[config.mk]
export PLATFORM = sky130hd
export DESIGN_NAME = shift_sequencer_flat
export DESIGN_NICKNAME = d
export VERILOG_FILES = /design/src/rtl/shift_sequencer_if.sv /design/src/rtl/shift_sequencer.sv /design/src/flat_wrapper.sv
export SDC_FILE = /design/constraint.sdc
export NUM_CORES = 1
export LEC_CHECK = 0
export ABC_AREA = 1
export ABC_CLOCK_PERIOD_IN_PS = 1400
export BUFFER_PORTS_ARGS = -buffer_cell sky130_fd_sc_hd__buf_4
export CAP_MARGIN = 20
export CORE_MARGIN = 3
export CORE_UTILIZATION = 48
export DETAILED_ROUTE_END_ITERATION = 6
export PLACE_DENSITY = 0.77
export SLEW_MARGIN = 10
export SYNTH_ARGS = -nofsm -noshare
export SYNTH_HDL_FRONTEND = slang
export SYNTH_SLANG_ARGS = --single-unit
[constraint.sdc]
create_clock -name clk -period 1.4 [get_ports clk]
set_clock_uncertainty 0.05 [all_clocks]
set_input_delay 0.14 -clock clk [delete_from_list [all_inputs] [get_ports clk]]
set_output_delay 0.14 -clock clk [all_outputs]
set_load 0.03 [all_outputs]
[src/rtl/shift_sequencer_if.sv]
// Request/grant/result bundle between two requesters and the shift sequencer.
interface shift_sequencer_if #(
   parameter int unsigned WIDTH = 32,
   parameter int unsigned AMT_W = 5
);
   logic             req0;
   logic [1:0]       op0;
   logic [WIDTH-1:0] Rin0;
   logic [AMT_W-1:0] n0;
   logic             req1;
   logic [1:0]       op1;
   logic [WIDTH-1:0] Rin1;
   logic [AMT_W-1:0] n1;
   logic             gnt0;
   logic             gnt1;
   logic             busy;
   logic             done;
   logic             done_id;
   logic [WIDTH-1:0] Rx;

   modport master (
      output req0, op0, Rin0, n0, req1, op1, Rin1, n1,
      input  gnt0, gnt1, busy, done, done_id, Rx
   );

   modport slave (
      input  req0, op0, Rin0, n0, req1, op1, Rin1, n1,
      output gnt0, gnt1, busy, done, done_id, Rx
   );
endinterface

[src/rtl/shift_sequencer.sv]
// Two-requester, round-robin arbitrated shift/rotate engine that performs one
// 1-bit step per cycle; all outputs are registered.
module shift_sequencer #(
   parameter int unsigned WIDTH = 32,
   parameter int unsigned AMT_W = 5
) (
   input logic             clk,
   input logic             rst,
   shift_sequencer_if.slave bus
);

   localparam logic [1:0] OP_ROR = 2'b00;
   localparam logic [1:0] OP_ROL = 2'b01;
   localparam logic [1:0] OP_LSR = 2'b10;

   typedef enum logic [1:0] {IDLE, SHIFT, DONE} state_t;

   state_t           state_q, state_d;
   logic [WIDTH-1:0] w_q, w_d;
   logic [AMT_W-1:0] cnt_q, cnt_d;
   logic [1:0]       op_q, op_d;
   logic             id_q, id_d;
   logic             last_id_q, last_id_d;
   logic             gnt0_q, gnt0_d;
   logic             gnt1_q, gnt1_d;
   logic             busy_q, busy_d;
   logic             done_q, done_d;
   logic             done_id_q, done_id_d;
   logic [WIDTH-1:0] rx_q, rx_d;

   logic             win;
   logic [1:0]       cap_op;
   logic [WIDTH-1:0] cap_rin;
   logic [AMT_W-1:0] cap_n;
   logic [WIDTH-1:0] stepped;

   function automatic logic [WIDTH-1:0] step(input logic [1:0] op,
                                             input logic [WIDTH-1:0] w);
      case (op)
         OP_ROR:  step = {w[0], w[WIDTH-1:1]};
         OP_ROL:  step = {w[WIDTH-2:0], w[WIDTH-1]};
         OP_LSR:  step = {1'b0, w[WIDTH-1:1]};
         default: step = {w[WIDTH-2:0], 1'b0};
      endcase
   endfunction

   // State and registered outputs; reset discards any operation in flight.
   always_ff @(posedge clk) begin
      if (rst) begin
         state_q   <= IDLE;
         w_q       <= '0;
         cnt_q     <= '0;
         op_q      <= '0;
         id_q      <= 1'b0;
         last_id_q <= 1'b1;
         gnt0_q    <= 1'b0;
         gnt1_q    <= 1'b0;
         busy_q    <= 1'b0;
         done_q    <= 1'b0;
         done_id_q <= 1'b0;
         rx_q      <= '0;
      end else begin
         state_q   <= state_d;
         w_q       <= w_d;
         cnt_q     <= cnt_d;
         op_q      <= op_d;
         id_q      <= id_d;
         last_id_q <= last_id_d;
         gnt0_q    <= gnt0_d;
         gnt1_q    <= gnt1_d;
         busy_q    <= busy_d;
         done_q    <= done_d;
         done_id_q <= done_id_d;
         rx_q      <= rx_d;
      end
   end

   // Next-state and next-output logic; outputs are produced one edge early
   // so the registered versions line up with the state they describe.
   always_comb begin
      state_d   = state_q;
      w_d       = w_q;
      cnt_d     = cnt_q;
      op_d      = op_q;
      id_d      = id_q;
      last_id_d = last_id_q;
      gnt0_d    = 1'b0;
      gnt1_d    = 1'b0;
      done_d    = 1'b0;
      done_id_d = done_id_q;
      rx_d      = rx_q;

      win     = (bus.req0 && bus.req1) ? ~last_id_q : bus.req1;
      cap_op  = win ? bus.op1  : bus.op0;
      cap_rin = win ? bus.Rin1 : bus.Rin0;
      cap_n   = win ? bus.n1   : bus.n0;
      stepped = step(op_q, w_q);

      case (state_q)
         IDLE: begin
            if (bus.req0 || bus.req1) begin
               op_d      = cap_op;
               w_d       = cap_rin;
               cnt_d     = cap_n;
               id_d      = win;
               last_id_d = win;
               gnt0_d    = ~win;
               gnt1_d    = win;
               if (cap_n == '0) begin
                  state_d   = DONE;
                  done_d    = 1'b1;
                  done_id_d = win;
                  rx_d      = cap_rin;
               end else begin
                  state_d = SHIFT;
               end
            end
         end
         SHIFT: begin
            w_d   = stepped;
            cnt_d = cnt_q - AMT_W'(1);
            if (cnt_q == AMT_W'(1)) begin
               state_d   = DONE;
               done_d    = 1'b1;
               done_id_d = id_q;
               rx_d      = stepped;
            end
         end
         DONE:    state_d = IDLE;
         default: state_d = IDLE;
      endcase

      busy_d = (state_d != IDLE);
   end

   assign bus.gnt0    = gnt0_q;
   assign bus.gnt1    = gnt1_q;
   assign bus.busy    = busy_q;
   assign bus.done    = done_q;
   assign bus.done_id = done_id_q;
   assign bus.Rx      = rx_q;

endmodule

[src/flat_wrapper.sv]
// flat-port wrapper written by rule: the top's interface ports become plain ports
module shift_sequencer_flat 
#(
   parameter int unsigned WIDTH = 32,
   parameter int unsigned AMT_W = 5
)
  (clk, rst, bus_req0, bus_op0, bus_Rin0, bus_n0, bus_req1, bus_op1, bus_Rin1, bus_n1, bus_gnt0, bus_gnt1, bus_busy, bus_done, bus_done_id, bus_Rx);
  shift_sequencer_if #(.WIDTH(WIDTH), .AMT_W(AMT_W)) bus_i ();
  input logic clk;
  input logic rst;
  input wire logic [$bits(bus_i.req0)-1:0] bus_req0;
  input wire logic [$bits(bus_i.op0)-1:0] bus_op0;
  input wire logic [$bits(bus_i.Rin0)-1:0] bus_Rin0;
  input wire logic [$bits(bus_i.n0)-1:0] bus_n0;
  input wire logic [$bits(bus_i.req1)-1:0] bus_req1;
  input wire logic [$bits(bus_i.op1)-1:0] bus_op1;
  input wire logic [$bits(bus_i.Rin1)-1:0] bus_Rin1;
  input wire logic [$bits(bus_i.n1)-1:0] bus_n1;
  output wire logic [$bits(bus_i.gnt0)-1:0] bus_gnt0;
  output wire logic [$bits(bus_i.gnt1)-1:0] bus_gnt1;
  output wire logic [$bits(bus_i.busy)-1:0] bus_busy;
  output wire logic [$bits(bus_i.done)-1:0] bus_done;
  output wire logic [$bits(bus_i.done_id)-1:0] bus_done_id;
  output wire logic [$bits(bus_i.Rx)-1:0] bus_Rx;
  assign bus_i.req0 = bus_req0;
  assign bus_i.op0 = bus_op0;
  assign bus_i.Rin0 = bus_Rin0;
  assign bus_i.n0 = bus_n0;
  assign bus_i.req1 = bus_req1;
  assign bus_i.op1 = bus_op1;
  assign bus_i.Rin1 = bus_Rin1;
  assign bus_i.n1 = bus_n1;
  assign bus_gnt0 = bus_i.gnt0;
  assign bus_gnt1 = bus_i.gnt1;
  assign bus_busy = bus_i.busy;
  assign bus_done = bus_i.done;
  assign bus_done_id = bus_i.done_id;
  assign bus_Rx = bus_i.Rx;
  shift_sequencer #(.WIDTH(WIDTH), .AMT_W(AMT_W)) u_core (.clk(clk), .rst(rst), .bus(bus_i));
endmodule
## Word-level counts from Yosys, hierarchy flattened

Index checks and enable logic that the tools add are counted.

- Output and inout bits: 37
- Flip-flop bits (word level): 80
- Input port bits: 82
- Word-level logic and storage cells: 60

- Mux-type cells: 25
- Equal/unequal tests: 7
- Reduce and logical (&&, ||, !) cells: 11
- Bitwise logic cells: 4
- $add $sub $neg: 1

Operators with widths:

| kind | count |
|---|---|
| $mux 32 | 5 |
| $pmux 32 s2 | 2 |
| $pmux 32 s3 | 1 |
| $mux 5 | 2 |
| $pmux 5 s2 | 1 |
| $mux 2 | 4 |
| $mux 1 | 7 |
| $ne 2x1->1 const B | 3 |
| $eq 5x1->1 const B | 1 |
| $logic_not 5->1 | 1 |
| $sub 5x1->5 const B | 1 |
| $eq 2x1->1 const B | 2 |
| $logic_not 2->1 | 2 |
| $not 1->1 | 4 |
| $pmux 1 s2 | 2 |
| $pmux 2 s2 | 1 |
| $reduce_and 2->1 | 2 |
| $reduce_and 4->1 | 1 |
| $reduce_bool 2->1 | 2 |
| $reduce_or 3->1 | 1 |
| $eq 2x2->1 const B | 1 |
| $logic_and 1x1->1 | 1 |
| $logic_or 1x1->1 | 1 |

## Longest topological paths before layout

- Depth in word-level cells: 8
- Depth in mapped cells: 12
- Gate-level depth less buffers: 10

## Worst setup path before layout

OpenSTA, ideal clock, no wires.

- Kind: register to register
- Start: register u_core.last_id_q
- End: register u_core.rx_q[31] (netlist: u_core.bus.Rx[31])
- Period minus slack after synthesis: 1.489 ns
- Path slack: -0.089 ns
- Stages on the path, launching flop included: 12
- Required time: 1.237 ns
- Data arrival time: 1.326 ns
- Cells stage by stage: dfxtp_1 -> nand2_2 -> nand2_4 -> buf_6 -> nand2_2 -> nand2_2 -> nand3_4 -> o21bai_4 -> nand2_4 -> buf_6 -> nor2_1 -> nor2_1

- Cells in the longest elaborated chain, start to end: 6
- Elaborated cells on any way between the ends: 10

RTL lines:

| element | line | text |
|---|---|---|
| start: declaration | shift_sequencer.sv:23 | `logic last_id_q, last_id_d;` |
| start signal: assignment | shift_sequencer.sv:68 | `last_id_q <= last_id_d;` |
| $not 1->1 * | shift_sequencer.sv:93 | `win = (bus.req0 && bus.req1) ? ~last_id_q : bus.req1;` |
| $mux 1 * | shift_sequencer.sv:93 |  |
| $mux 5 / $mux 32 (equally long branches) | shift_sequencer.sv:96, shift_sequencer.sv:95 |  |
| $logic_not 5->1 / $mux 32 (equally long branches) | shift_sequencer.sv:109 | `if (cap_n == '0) begin` |
| $ne 2x1->1 (no source line) / $mux 32 (equally long branches) | - |  |
| $reduce_and 4->1 (no source line) / $pmux 32 s2 (equally long branches) | - |  |
| end signal: assignment | shift_sequencer.sv:74 | `rx_q <= rx_d;` |
| end: declaration | shift_sequencer.sv:29 | `logic [WIDTH-1:0] rx_q, rx_d;` |

Mark *: on every way between the ends. The rest lies on a longest branch, timed or not. The select of a mux whose other input is x is not followed.
A chain may end at the register's enable or synchronous reset.

## Final worst setup path

Ends and elaborated chain as after synthesis.

==> summary.txt <==
Drt
  – WL per Instance: 17.5 µm
  – Final wirelength: 16,100 µm
  – Vias per cell: 5.74
  – DRC Markers: 0
  – Pre-Repair DR Iteration Count: 6
  – Starting DRC count in detailed routing: 481
  – Vias: roughly 5,300
  – Final antenna-violating net count: 0

Final layout
  – Fin nets: 894
  – Final core utilization: 75.8%
  – Fillers: 609
  – Synth-to-Final Area Change: 52.9%
  – Antenna cells: 0
  – Layout cells sized above 1: 40.8%

Critical path
  – Critical Path AT: 1.87 ns
  – Reg-to-reg startpoint: u_core.last_id_q
  – Setup CP Type: reg2reg
  – Reg-to-reg endpoint: u_core.bus.Rx[31]
  – Worst R2R Setup Slack: -0.24 ns
  – Crit end category: register
  – R2R cell count: 10
  – CP required: 1.64 ns
  – Worst Path Max Fanout: 8
  – Startpoint types: register

Pwr
  – P per Cell Area: between 1000 and 1500 mW/mm²
  – Sequential fraction of design power: 35.3%
  – P_leak: 0.00328 µW
  – Clock Power Share: 19.2%
  – Int Pwr: 4820 µW
  – Sw Share: 40.5%
  – Maximum vdd drop: 0.000746 V
  – Logic pwr share: roughly 46%
  – Reported net switching power: 3280 µW
  – Tot Pwr: ~8000 µW

Logic synthesis
  – Top cell type's share of synthesized area: 36.9%
  – Post-synth EDFFs: 0
  – Asr flop ratio synth: 0%
  – Area contributors post-synth: dfxtp_1 37%, nor2_1 11%, o21ai_0 10%
  – Cell Area, Synth: roughly 0.0043 mm²
  – Syn Inst Count: ~660
  – Number of synthesized register bits: 80
  – Syn_nets: 745
  – Largest area contributor in the netlist: dfxtp_1
  – Top cells by count, synth: 127 x nor2_1, 96 x inv_1, 88 x o21ai_0
  – Most frequent cell after synthesis: nor2_1
  – Yosys cell types: 31
  – Post-synthesis sequential area ratio: 36.9%
  – YS warnings: 0
  – Mapped Avg Cell Area: roughly 6.6 µm²
  – Ys flop type: dfxtp_1

Clock network
  – H-tree levels: 3
  – CTS Buf Count: 9
  – CTS root buf: clkbuf_8
  – Clk pin slew, worst setup/hold paths: 0.08 ns
  – Clk_lat worst skew: 0.35 ns
  – CTS tree: yes
  – Sinks on the clock net: 80
  – Clock buffer depth: 2

Global route
  – Number of global-route vias before repair: 4,757
  – Global-route wire length before repair: 22,600 µm
  – Total track usage: 27.7%
  – Grt ovf: 0
  – Largest net degree at the start of global routing: 34
  – Initial antenna violation count: 0

Worst hold path
  – Hold path start: rst
  – Hold endpoint: u_core.state_q[0]
  – Hold path depth: 2
  – Worst Hold Class: in2reg

Die
  – Die area: between 0.01 and 0.015 mm²
  – Overall die height: 101 µm
  – Die W: around 100 µm
  – Starting Density: 49.6%
  – Io pins: approximately 120
  – Row cnt: 34
  – Core ar.: between 0.008 and 0.009 mm²

STA
  – Final hold vios: 0
  – Fin crit period: 1.64 ns
  – Slew HR: 76.4%
  – Period utilization: 117%
  – Achievable Freq: 0.611 GHz
  – Final Slew Violations: 0
  – Hold_ws: 0.0119 ns
  – Slew @ Worst Pin: around 0.35 ns
  – Final setup viols: between 70 and 80
  – Final worst slack: -0.236 ns
  – RSZ-0062 raised after global routing: true

Place
  – Buffers on Ports: roughly 120
  – Post-DP HPWL: approximately 9200 µm
  – Final Wtd Congestion: 0.859
  – Place WS: -0.329 ns

Status
  – Failing checks: negative setup slack
  – Outcome: finished with violations

Run
  – Maxcap violations: 0
==> how the worst max path moves through the flow <==
| stage | cells after the start | from | endpoint | slack [ns] |
|---|---|---|---|---|
| after detailed placement | 8 | u_core.state_q[0] | u_core.bus.Rx[29] | -0.33 |
| after floorplan | 11 | u_core.last_id_q | u_core.bus.Rx[31] | -0.06 |
| after global placement | 8 | u_core.state_q[0] | u_core.bus.Rx[29] | -0.28 |
| final | 10 | u_core.last_id_q | u_core.bus.Rx[31] | -0.24 |
| after CTS | 11 | u_core.last_id_q | u_core.bus.Rx[0] | -0.18 |
| after global routing | 10 | u_core.last_id_q | u_core.bus.Rx[31] | -0.33 |
==> state kept, by name (all words and copies together) (netlist names), 2 cells and up <==
signal	flops
u_core.w_q	32
u_core.cnt_q	5
u_core.state_q	2
u_core.bus.Rx	32
u_core.op_q	2
==> cells in the final DEF (no fill, tap or decap), drive strengths merged, types with 2 or more instances in the layout <==
cell      n
o211ai   16
dfxtp    80
nand3b    2
buf     175
ha        2
nand3    40
a31oi     4
inv     100
o221ai    2
o21ai   101
nor3      4
o21bai   18
o22ai    17
nor2    128
clkinv    3
nand2    86
clkbuf   12
a21oi    20
==> critical path, cell delays in order (launching register included) <==
cell and delay [ns]:
dfxtp_2 0.34, nand2_4 0.10, nand2_8 0.11, o21ai_4 0.18
nand2_4 0.09, nor2_4 0.12, buf_12 0.17, nand2_8 0.11
nand3_2 0.09, nand2_1 0.07, nor2_1 0.13
==> power by group through the flow <==
stage          logic [µW]  clock network [µW]  registers (µW)
2_1_floorplan        1560                   0            2970
3_3_place_gp         2590                   0            2850
3_5_place_dp         2660                   0            2860
4_1_cts              3100                1540            2820
5_1_grt              3940                1640            2880
6_report             3680                1550            2860
==> metrics by stage <==
step           std cells  TNS (ns)  cell area (µm²)
3_5_place_dp         887    -14.34             5530
6_report             921     -9.92             6640
3_3_place_gp         887    -11.06             5530
5_1_grt              921    -15.66             6640
4_1_cts              916     -8.09             6090
2_1_floorplan        661     -1.65             4360
==> cell families after synthesis <==
| family | share of synthesized area (%) |
|---|---|
| buffers and inverters | 14.1 |
| flip-flops | 36.9 |
| AND/OR/NAND/NOR | 24.7 |
| AO/OA/AOI/OAI | 23.8 |
| adder cells (fa/ha/maj) | 0.576 |
==> routing by layer <==
layer  global-route usage, %  vias up  part of all wire [%]
li1                        -     2428                     -
met1                    35.3     2409                    38
met2                    45.5      353                    47
met3                    4.82       99                   9.7
met4                    13.4        0                   5.6
met5                       0        -                     0
==> final cells by class <==
class	count	area (µm²)	share of cell area [%]
clock buffer	11	151	2.28
multi-input combinational	443	2860	43.1
inverter	100	385	5.80
clock inverter	3	18.8	0.283
sequential	80	1610	24.2
tap	108	135	2.03
timing repair buffer	176	1480	22.3
==> timing repair <==
action,4_1_cts,5_1_grt
gates cloned,6,2
resized for setup,67,142
hold buffers,0,0
endpoints found under the setup margin,77,79
setup buffers,10,3
pin swaps,18,41
Note: power is estimated with default switching activity, not from simulation.
